**src/rtl/morse_pkg.sv**
```systemverilog
// Shared constants, pattern table and FSM state for the Morse output path.
// Letter codes are 3 bits; each maps to a 15-bit pattern sent MSB first.
package morse_pkg;

  localparam int CODE_W = 3;
  localparam int PAT_W  = 15;

  localparam logic [PAT_W-1:0] PATTERNS [8] = '{
    15'b010101000000000,
    15'b011100000000000,
    15'b010101110000000,
    15'b010101011100000,
    15'b010111011100000,
    15'b011101010111000,
    15'b011101011101110,
    15'b011101110100000
  };

  typedef enum logic [1:0] {
    IDLE,
    SHIFT,
    GAP
  } state_t;

  function automatic logic [PAT_W-1:0] pattern(
    input logic [CODE_W-1:0] code
  );
    return PATTERNS[code];
  endfunction

endpackage

```
**src/rtl/morse_tick_gen.sv**
```systemverilog
// Symbol tick generator: down-counter that fires once every TICK_DIV run cycles.
// restart reloads the counter so a new letter starts on a full symbol period.
module morse_tick_gen #(
  parameter int TICK_DIV = 25000000
) (
  input  logic clk,
  input  logic reset,
  input  logic run,
  input  logic restart,
  output logic tick
);

  localparam int CW = $clog2(TICK_DIV);
  localparam logic [CW-1:0] LOAD = CW'(TICK_DIV - 1);

  logic [CW-1:0] cnt;

  assign tick = run && (cnt == '0);

  // count down while running, reload on wrap or restart
  always_ff @(posedge clk or negedge reset) begin
    if (!reset) begin
      cnt <= LOAD;
    end else if (restart) begin
      cnt <= LOAD;
    end else if (run) begin
      cnt <= (cnt == '0) ? LOAD : cnt - 1'b1;
    end
  end

endmodule

```
**src/rtl/morse_sequencer.sv**
```systemverilog
// Message-level Morse controller: letter queue, pattern shifter, gap timer.
// morse_out drives the LED/buzzer directly, one pattern bit per symbol tick.
module morse_sequencer
  import morse_pkg::*;
#(
  parameter int TICK_DIV  = 25000000,
  parameter int GAP_TICKS = 3,
  parameter int DEPTH     = 4
) (
  input  logic                       clk,
  input  logic                       reset,
  input  logic                       enable,
  input  logic                       clear,
  input  logic                       in_valid,
  input  logic [CODE_W-1:0]          in_code,
  output logic                       in_ready,
  output logic                       morse_out,
  output logic                       busy,
  output logic                       letter_done,
  output logic [$clog2(DEPTH+1)-1:0] fifo_count
);

  localparam int AW = $clog2(DEPTH);
  localparam int CW = $clog2(DEPTH + 1);
  localparam int BW = $clog2(PAT_W);
  localparam int GW = $clog2(GAP_TICKS + 2);
  localparam logic [BW-1:0] BIT_LAST = BW'(PAT_W - 1);
  localparam logic [GW-1:0] GAP_LAST =
    GW'((GAP_TICKS > 0) ? GAP_TICKS - 1 : 0);

  state_t            state;
  logic [PAT_W-1:0]  shreg;
  logic [BW-1:0]     bit_cnt;
  logic [GW-1:0]     gap_cnt;

  logic [CODE_W-1:0] mem [DEPTH];
  logic [AW-1:0]     wr_ptr;
  logic [AW-1:0]     rd_ptr;

  logic push;
  logic pop;
  logic run;
  logic restart;
  logic tick;

  assign in_ready = fifo_count < CW'(DEPTH);
  assign push     = in_valid && in_ready && !clear;
  assign pop      = (state == IDLE) && enable
                 && (fifo_count != '0) && !clear;
  assign run      = enable && (state != IDLE);
  assign restart  = clear || pop;

  morse_tick_gen #(
    .TICK_DIV(TICK_DIV)
  ) u_tick (
    .clk    (clk),
    .reset  (reset),
    .run    (run),
    .restart(restart),
    .tick   (tick)
  );

  // queue storage, written on accepted pushes
  always_ff @(posedge clk) begin
    if (push) mem[wr_ptr] <= in_code;
  end

  // queue pointers and occupancy
  always_ff @(posedge clk or negedge reset) begin
    if (!reset) begin
      wr_ptr     <= '0;
      rd_ptr     <= '0;
      fifo_count <= '0;
    end else if (clear) begin
      wr_ptr     <= '0;
      rd_ptr     <= '0;
      fifo_count <= '0;
    end else begin
      if (push) wr_ptr <= wr_ptr + 1'b1;
      if (pop)  rd_ptr <= rd_ptr + 1'b1;
      unique case ({push, pop})
        2'b10:   fifo_count <= fifo_count + CW'(1);
        2'b01:   fifo_count <= fifo_count - CW'(1);
        default: fifo_count <= fifo_count;
      endcase
    end
  end

  // letter FSM with registered outputs; enable=0 freezes everything
  always_ff @(posedge clk or negedge reset) begin
    if (!reset) begin
      state       <= IDLE;
      shreg       <= '0;
      bit_cnt     <= '0;
      gap_cnt     <= '0;
      morse_out   <= 1'b0;
      busy        <= 1'b0;
      letter_done <= 1'b0;
    end else begin
      letter_done <= 1'b0;
      if (clear) begin
        state     <= IDLE;
        shreg     <= '0;
        bit_cnt   <= '0;
        gap_cnt   <= '0;
        morse_out <= 1'b0;
        busy      <= 1'b0;
      end else if (enable) begin
        unique case (state)
          IDLE: begin
            morse_out <= 1'b0;
            if (pop) begin
              shreg   <= pattern(mem[rd_ptr]);
              bit_cnt <= '0;
              state   <= SHIFT;
              busy    <= 1'b1;
            end
          end
          SHIFT: begin
            morse_out <= shreg[PAT_W-1];
            if (tick) begin
              shreg   <= {shreg[PAT_W-2:0], 1'b0};
              bit_cnt <= bit_cnt + 1'b1;
              if (bit_cnt == BIT_LAST) begin
                letter_done <= 1'b1;
                if (GAP_TICKS > 0) begin
                  state   <= GAP;
                  gap_cnt <= '0;
                end else begin
                  state <= IDLE;
                  busy  <= 1'b0;
                end
              end
            end
          end
          GAP: begin
            morse_out <= 1'b0;
            if (tick) begin
              if (gap_cnt == GAP_LAST) begin
                state <= IDLE;
                busy  <= 1'b0;
              end else begin
                gap_cnt <= gap_cnt + 1'b1;
              end
            end
          end
          default: begin
            state <= IDLE;
            busy  <= 1'b0;
          end
        endcase
      end
    end
  end

endmodule

```
**config.mk**
```make
export PLATFORM = sky130hd
export DESIGN_NAME = morse_sequencer
export DESIGN_NICKNAME = d
export VERILOG_FILES = /design/src/rtl/morse_pkg.sv /design/src/rtl/morse_tick_gen.sv /design/src/rtl/morse_sequencer.sv
export SDC_FILE = /design/constraint.sdc
export NUM_CORES = 1
export LEC_CHECK = 0
export CAP_MARGIN = 20
export CORE_UTILIZATION = 63
export CTS_BUF_LIST = sky130_fd_sc_hd__clkbuf_4 sky130_fd_sc_hd__clkbuf_8
export DETAILED_ROUTE_END_ITERATION = 10
export PLACE_DENSITY = 0.84
export SLEW_MARGIN = 20
export SYNTH_ARGS = -nofsm -noshare
export SYNTH_HDL_FRONTEND = slang
export SYNTH_HIERARCHICAL = 1
export SYNTH_SLANG_ARGS = --single-unit
```
**constraint.sdc**
```tcl
create_clock -name clk -period 3.8 [get_ports clk]
set_clock_uncertainty 0.05 [all_clocks]
set_input_delay 0.76 -clock clk [delete_from_list [all_inputs] [get_ports clk]]
set_output_delay 0.76 -clock clk [all_outputs]
set_load 0.01 [all_outputs]
```
==> key figures, run 1 <==
Outcome
  – Status: finished, final reports clean

Clock tree
  – Num Clock Sinks: 70
  – Clock Path Buffers: 2
  – Hold-fix buffers, CTS: 0
  – CTS tree: done
  – Post-CTS Resized: 0
  – Post-CTS Setup Inserts: 0
  – CTS H-tree depth: 3
  – CTS clk-pin slew, worst paths: approximately 0.080 ns
  – Clk Latency, worst-skew pair: around 0.35 ns
  – CTS Buf Count: 9
  – Root buf cell: clkbuf_8

Floorplanning
  – Die area: 6410 um^2
  – Site Rows: 28
  – Core ar.: between 5000 and 6000 um^2
  – IO Count: 15
  – Initial Utilization: 0.653
  – Height of the die: approximately 80 um
  – Die W: between 80 and 90 um

Critical path
  – Crit path arrival time: around 3.3 ns
  – Startpoint types: primary input
  – Crit-path most repeated cell: a21oi_1
  – R2R depth: 8
  – Reg2Reg Setup Slack: slightly below 0.8 ns
  – Critical path endpoint: u_tick/cnt[17]
  – RR Startpoint: u_tick/cnt[7]
  – RR Endpoint: bit_cnt[3]
  – Crit path capture type: flip-flop
  – Critical path origin: enable
  – Max stage delay on crit path: between 0.6 and 0.7 ns
  – Req. time, crit path: 4.03 ns
  – Critical Path, Cell by Cell: clkdlybuf4s50_1 -> nor3b_2 -> a21oi_1 -> inv_1 -> or2_2 -> nand2_1 -> or4_2 -> a21oi_1
  – Critical path class: primary input to flip-flop
  – CP max FO: 15
  – Crit-path slowest cell: or4_2

Synth
  – Synth cell types: 65
  – Synth warnings: 6
  – Syn Std Cell Area: 3840 um^2
  – Main synth FF type: dfrtp_1
  – Number of enable flip-flop cells after synthesis: 12
  – Synth Register Bits: 70
  – Sequential area share after synthesis: 0.477
  – Ys async rst share: 0.829
  – Syn nets: roughly 390
  – Synth Area per Inst: about 10 um^2
  – Cells after Synth: 372

Detailed routing
  – DRT antenna net count: 0
  – # DRC: 0
  – Via density: ~6.3
  – Total number of vias: 2920
  – Initial DRC count: 282
  – Final WL: approximately 7700 um
  – Wire per inst: approximately 16 um
  – Number of iterations in the first detailed-routing pass: 4

STA
  – Tightest Pin Transition: ~0.83 ns
  – Fin crit share: 0.799
  – Slew margin rel.: 0.447
  – Max Clock Freq: roughly 330 MHz
  – Final hold vios: 0
  – Fin Setup TNS: 0 ns
  – Final setup viols: 0
  – Final Critical Period: 3.04 ns
  – RSZ-0062 raised after global routing: no
  – Slew Limit Fails: 0

Finish
  – Share of layout cells above drive strength 1: 0.176
  – Final core occ: 0.721
  – Antenna Cells: 0
  – Post-layout net count: a little over 400
  – Synthesis-to-finish area growth: 10.4%

Global routing
  – GR Util All Layers: 0.276
  – Initial antenna violation count: 0
  – First-pass GRT wire length: 13300 um
  – Largest net degree at the start of global routing: 39
  – Total congestion overflow: 0
  – Vias in the first global route: between 2000 and 3000

Power and ir drop
  – Worst IR Drop VDD: 0.329 mV
  – Lkg Pwr: roughly 1.6 nW
  – PD cells: ~530 nW/um^2

Job
  – Max-cap violations: 0

Placement
  – Final RePlAce weighted congestion: 0.869
  – HPWL Detailed: around 5400 um
  – Buffers added on ports: 14

Hold path
  – HP Class: flip-flop to flip-flop
## critical path, delay by kind of cell
kind	cells	cell delay [ns]
AOI/OAI and AO/OA	2	0.27
and+or+nand+nor	4	1.50
buffers and inverters	2	0.73
## metrics by stage
stage	hold slack [ns]	worst slack (ns)	std cells	total power (W)	cell area [um^2]
after global routing	0.448	0.563	466	0.00236	4240
final	0.435	0.765	466	0.00223	4240
after global placement	0.410	0.491	450	0.00154	4020
after detailed placement	0.415	0.440	450	0.00156	4020
after floorplan	0.385	0.593	372	0.00141	3840
after CTS	0.433	0.802	466	0.00223	4240
## worst min path at each step
stage,from,to,slack (ns),cells after the start
finish,shreg[5],shreg[5],0.43,2
global placement,shreg[5],shreg[5],0.41,2
floorplan,shreg[5],shreg[5],0.39,2
global route,gap_cnt[2],gap_cnt[2],0.45,1
detailed placement,shreg[5],shreg[5],0.41,2
CTS,shreg[5],shreg[5],0.43,2
## placed cells by master, fill, tap and decap left out, types with 6 or more instances in the layout
cell and instances:
nor2b_1 8, a21oi_1 13, nand2_1 35, nand3_1 20
buf_4 8, dfstp_2 17, nor3_1 7, ha_1 13
o21ai_0 13, o41ai_1 9, a31oi_1 6, nand2b_1 6
or4_1 10, edfxtp_1 12, inv_1 15, nor2_1 23
clkdlybuf4s50_1 13, dfrtp_1 41, or3_1 7, o31ai_1 13
clkbuf_8 9
## sequential cells by signal, indices dropped and copies added, names as in the netlist
register and count:
state 2, fifo_count 3, wr_ptr 2, morse_out 1, bit_cnt 4, letter_done 1, busy 1, rd_ptr 2
gap_cnt 3, mem 12, shreg 14, u_tick/cnt 25
## synthesized netlist by cell type, drive strengths merged (2+ instances only)
cell type | count | share of area
nor2b | 8 | 0.013
and3 | 3 | 0.0049
a21o | 4 | 0.0078
nand4 | 2 | 0.0049
ha | 13 | 0.042
nand2b | 6 | 0.0098
edfxtp | 12 | 0.094
buf | 9 | 0.016
nor3b | 5 | 0.012
a22o | 2 | 0.0046
o221ai | 3 | 0.0068
mux4 | 3 | 0.018
o21ai | 15 | 0.021
nand3 | 20 | 0.026
o31ai | 13 | 0.025
o22ai | 2 | 0.0033
nor2 | 23 | 0.022
nand3b | 4 | 0.0078
nor3 | 8 | 0.012
or3 | 8 | 0.013
nor4 | 5 | 0.0081
or2 | 5 | 0.0081
a21oi | 13 | 0.017
xor2 | 5 | 0.011
clkbuf | 10 | 0.012
or4b | 2 | 0.0052
inv | 15 | 0.015
dfrtp | 41 | 0.27
o41ai | 10 | 0.025
a31oi | 7 | 0.015
mux2i | 3 | 0.0078
a22oi | 4 | 0.0078
nor4b | 2 | 0.0046
or4 | 14 | 0.030
a2bb2oi | 2 | 0.0046
dfstp | 17 | 0.12
nand2 | 37 | 0.039
and2 | 4 | 0.0065
## per-layer routing
| layer | vias up | GRT usage | share of wire |
|---|---|---|---|
| li1 | 1407 | - | - |
| met1 | 1402 | 0.402 | 0.47 |
| met2 | 99 | 0.403 | 0.45 |
| met3 | 12 | 0.0477 | 0.061 |
| met4 | 0 | 0.125 | 0.017 |
| met5 | - | 0 | 0 |
## power breakdown
group | switching (W) | internal, W | leakage, nW
Clock | 0.000301 | 0.000372 | 0.110
Sequential | 0.0000920 | 0.000859 | 0.846
Combinational | 0.000349 | 0.000255 | 0.690
Total | 0.000742 | 0.00149 | 1.65
## layout make-up
cell class                 count  area (um^2)
sequential                    70         1830
tap                           75         93.8
fill                         416         1640
multi-input combinational    267         1840
inverter                      16         60.1
clock inverter                 7         96.3
clock buffer                   9          124
timing repair buffer          22          195
## logic make-up after synthesis
family,count (synthesis),share of synthesized area
AOI/OAI and AO/OA,81,0.154
xor gates and xnor gates,6,0.0137
adders and majority gates,14,0.0476
buffers and inverters,35,0.0440
DFF,70,0.477
muxes,7,0.0283
and+or+nand+nor,159,0.235
No activity file was read; power rests on OpenSTA's default activity.
==> run 2, diff against run 1 <==
Clock period 3.8 ns to 2.8 ns, I/O delays scaled along.
==> run 2 against run 1 <==
Non-clock buffer count up 25; via count rose by 7.1%; worst setup slack worse by 0.51 ns; cell count increased by 5.4%; largest power group unchanged; utilization grew 2.7 points.
==> key figures, run 2 (synthesized netlist as in run 1, its figures left out) <==
Placement
  – Final RePlAce weighted congestion: ~0.95
  – HPWL Detailed: around 6100 um
  – Cells after DPL: 475
  – Buffers added on ports: 14
  – Pre-CTS setup slack: -0.0494 ns

Global routing
  – First-pass GRT wire length: approximately 14000 um
  – GR Util All Layers: 0.302
  – Total congestion overflow: 0
  – Vias in the first global route: around 3000
  – Busiest layer in global routing: met2
  – Largest net degree at the start of global routing: 35
  – Initial antenna violation count: 0
  – Grt met1 use: 0.414
  – Global routing usage on met3: 0.0466
  – GR Layer Usage met2: 0.477

Clock tree
  – Clock Path Buffers: 2
  – Root buf cell: clkbuf_8
  – Hold-fix buffers, CTS: 0
  – CTS tree: done
  – Post-CTS Setup Inserts: 0
  – Post-CTS Resized: 0
  – Num Clock Sinks: 70
  – CTS clk-pin slew, worst paths: roughly 0.080 ns
  – Clk Latency, worst-skew pair: between 0.3 and 0.4 ns
  – CTS Buf Count: 9
  – CTS H-tree depth: 3

Detailed routing
  – Total number of vias: about 3100
  – Number of iterations in the first detailed-routing pass: 5
  – Wire per inst: 17.9 um
  – DRT antenna net count: 0
  – Final WL: approximately 8800 um
  – Initial DRC count: around 350
  – Via density: 6.37
  – # DRC: 0

Power and ir drop
  – Tot Pwr: about 0.0030 W
  – PD cells: 676 nW/um^2
  – Lkg Pwr: around 1.7 nW
  – Worst IR Drop VDD: 0.591 mV

Critical path
  – CP max FO: 2
  – Crit path capture type: flip-flop
  – Critical path class: primary input to flip-flop
  – R2R depth: 7
  – Crit path arrival time: 2.78 ns
  – Req. time, crit path: about 3.0 ns
  – Startpoint types: primary input

Finish
  – Largest regs: u_tick/cnt: 25 flops, shreg: 14 flops, mem: 12 flops
  – Largest register by flop count: u_tick/cnt
  – Antenna Cells: 0
  – Post-layout net count: roughly 430
  – Synthesis-to-finish area growth: 14.5%
  – Commonest non-fill, non-tap cell in the layout: dfrtp_1
  – Share of layout cells above drive strength 1: 0.228
  – Commonest cells after routing, fill and taps aside: dfrtp_1 (41), nand2_1 (35), buf_4 (32)
  – Final core occ: 0.747
  – Layout Cells excl Fill: 491
  – Max reg flops: 25

STA
  – Fin crit share: 0.910
  – Fin Setup TNS: 0 ns
  – RSZ-0062 raised after global routing: no
  – Tightest Pin Transition: slightly above 0.7 ns
  – Post-route setup slack: 0.252 ns
  – Slew Limit Fails: 0
  – Final setup viols: 0
  – Final Critical Period: roughly 2.5 ns
  – Max Clock Freq: 392 MHz
  – Slew margin rel.: 0.517
  – Final hold vios: 0

Floorplanning
  – Core ar.: approximately 5900 um^2
  – Die area: 6410 um^2
  – Site Rows: 28
  – IO Count: 15
  – Die W: between 80 and 90 um
  – Initial Utilization: 0.653
  – Height of the die: 80.1 um

Job
  – Max-cap violations: 0

Hold path
  – HP Class: primary input to async pin

Outcome
  – Status: finished, final reports clean
==> run 2: cell count changes in the layout (fill, tap and decap cells not counted) <==
cell / change
nor4b_1: -1
clkinv_4: -1
clkinv_2: +1
buf_4: +24
clkinvlp_4: +1
nor4b_2: +1
bufinv_16: -2
inv_4: -1
clkbuf_4: +3
inv_6: -1
buf_12: +1
==> run 2: final timing paths <==
kind | startpoint | end | slack (ns)
setup / recovery | enable | fifo_count[2] | 0.25
hold / removal | reset | shreg[3] | 0.14
setup reg to reg | fifo_count[2] | fifo_count[2] | 0.29
hold reg to reg | shreg[13] | shreg[13] | 0.43
max in group asynchronous | reset | u_tick/cnt[4] | 1.89
min in group clk | shreg[13] | shreg[13] | 0.43
==> run 2: metal layers <==
metal / vias up / wire [um]
met5: - / 0
met4: 0 / 178
met3: 19 / 567
met2: 130 / 4300
met1: 1522 / 3750
li1: 1457 / -
==> run 2: stage by stage <==
step           instance area, um^2  hold slack, ns
6_report                      4400           0.140
3_3_place_gp                  4230           0.405
2_1_floorplan                 3850           0.214
3_5_place_dp                  4230           0.415
5_1_grt                       4400           0.182
4_1_cts                       4400           0.153
==> run 2: final cells by class <==
type | count | area, um^2
Sequential cell | 70 | 1830
Clock inverter | 4 | 25.0
Tap cell | 75 | 93.8
Fill cell | 399 | 1490
Timing Repair Buffer | 47 | 395
Inverter | 16 | 60.1
Clock buffer | 12 | 146
Multi-Input combinational cell | 267 | 1850
==> run 2: worst max-delay path: stages <==
cell             delay, ns
clkdlybuf4s50_1       0.44
buf_4                 0.15
nor3b_2               0.16
buf_4                 0.14
nand2_4               0.06
or2_2                 0.12
nor2_1                0.05
fa_1                  0.41
or4_1                 0.56
a31oi_1               0.14
==> run 2: report_power, final <==
part	leakage, nW	switching (W)	total [W]	internal, W
registers	0.846	0.000119	0.00129	0.00117
logic	0.816	0.000541	0.000960	0.000419
clock network	0.0866	0.000380	0.000728	0.000348
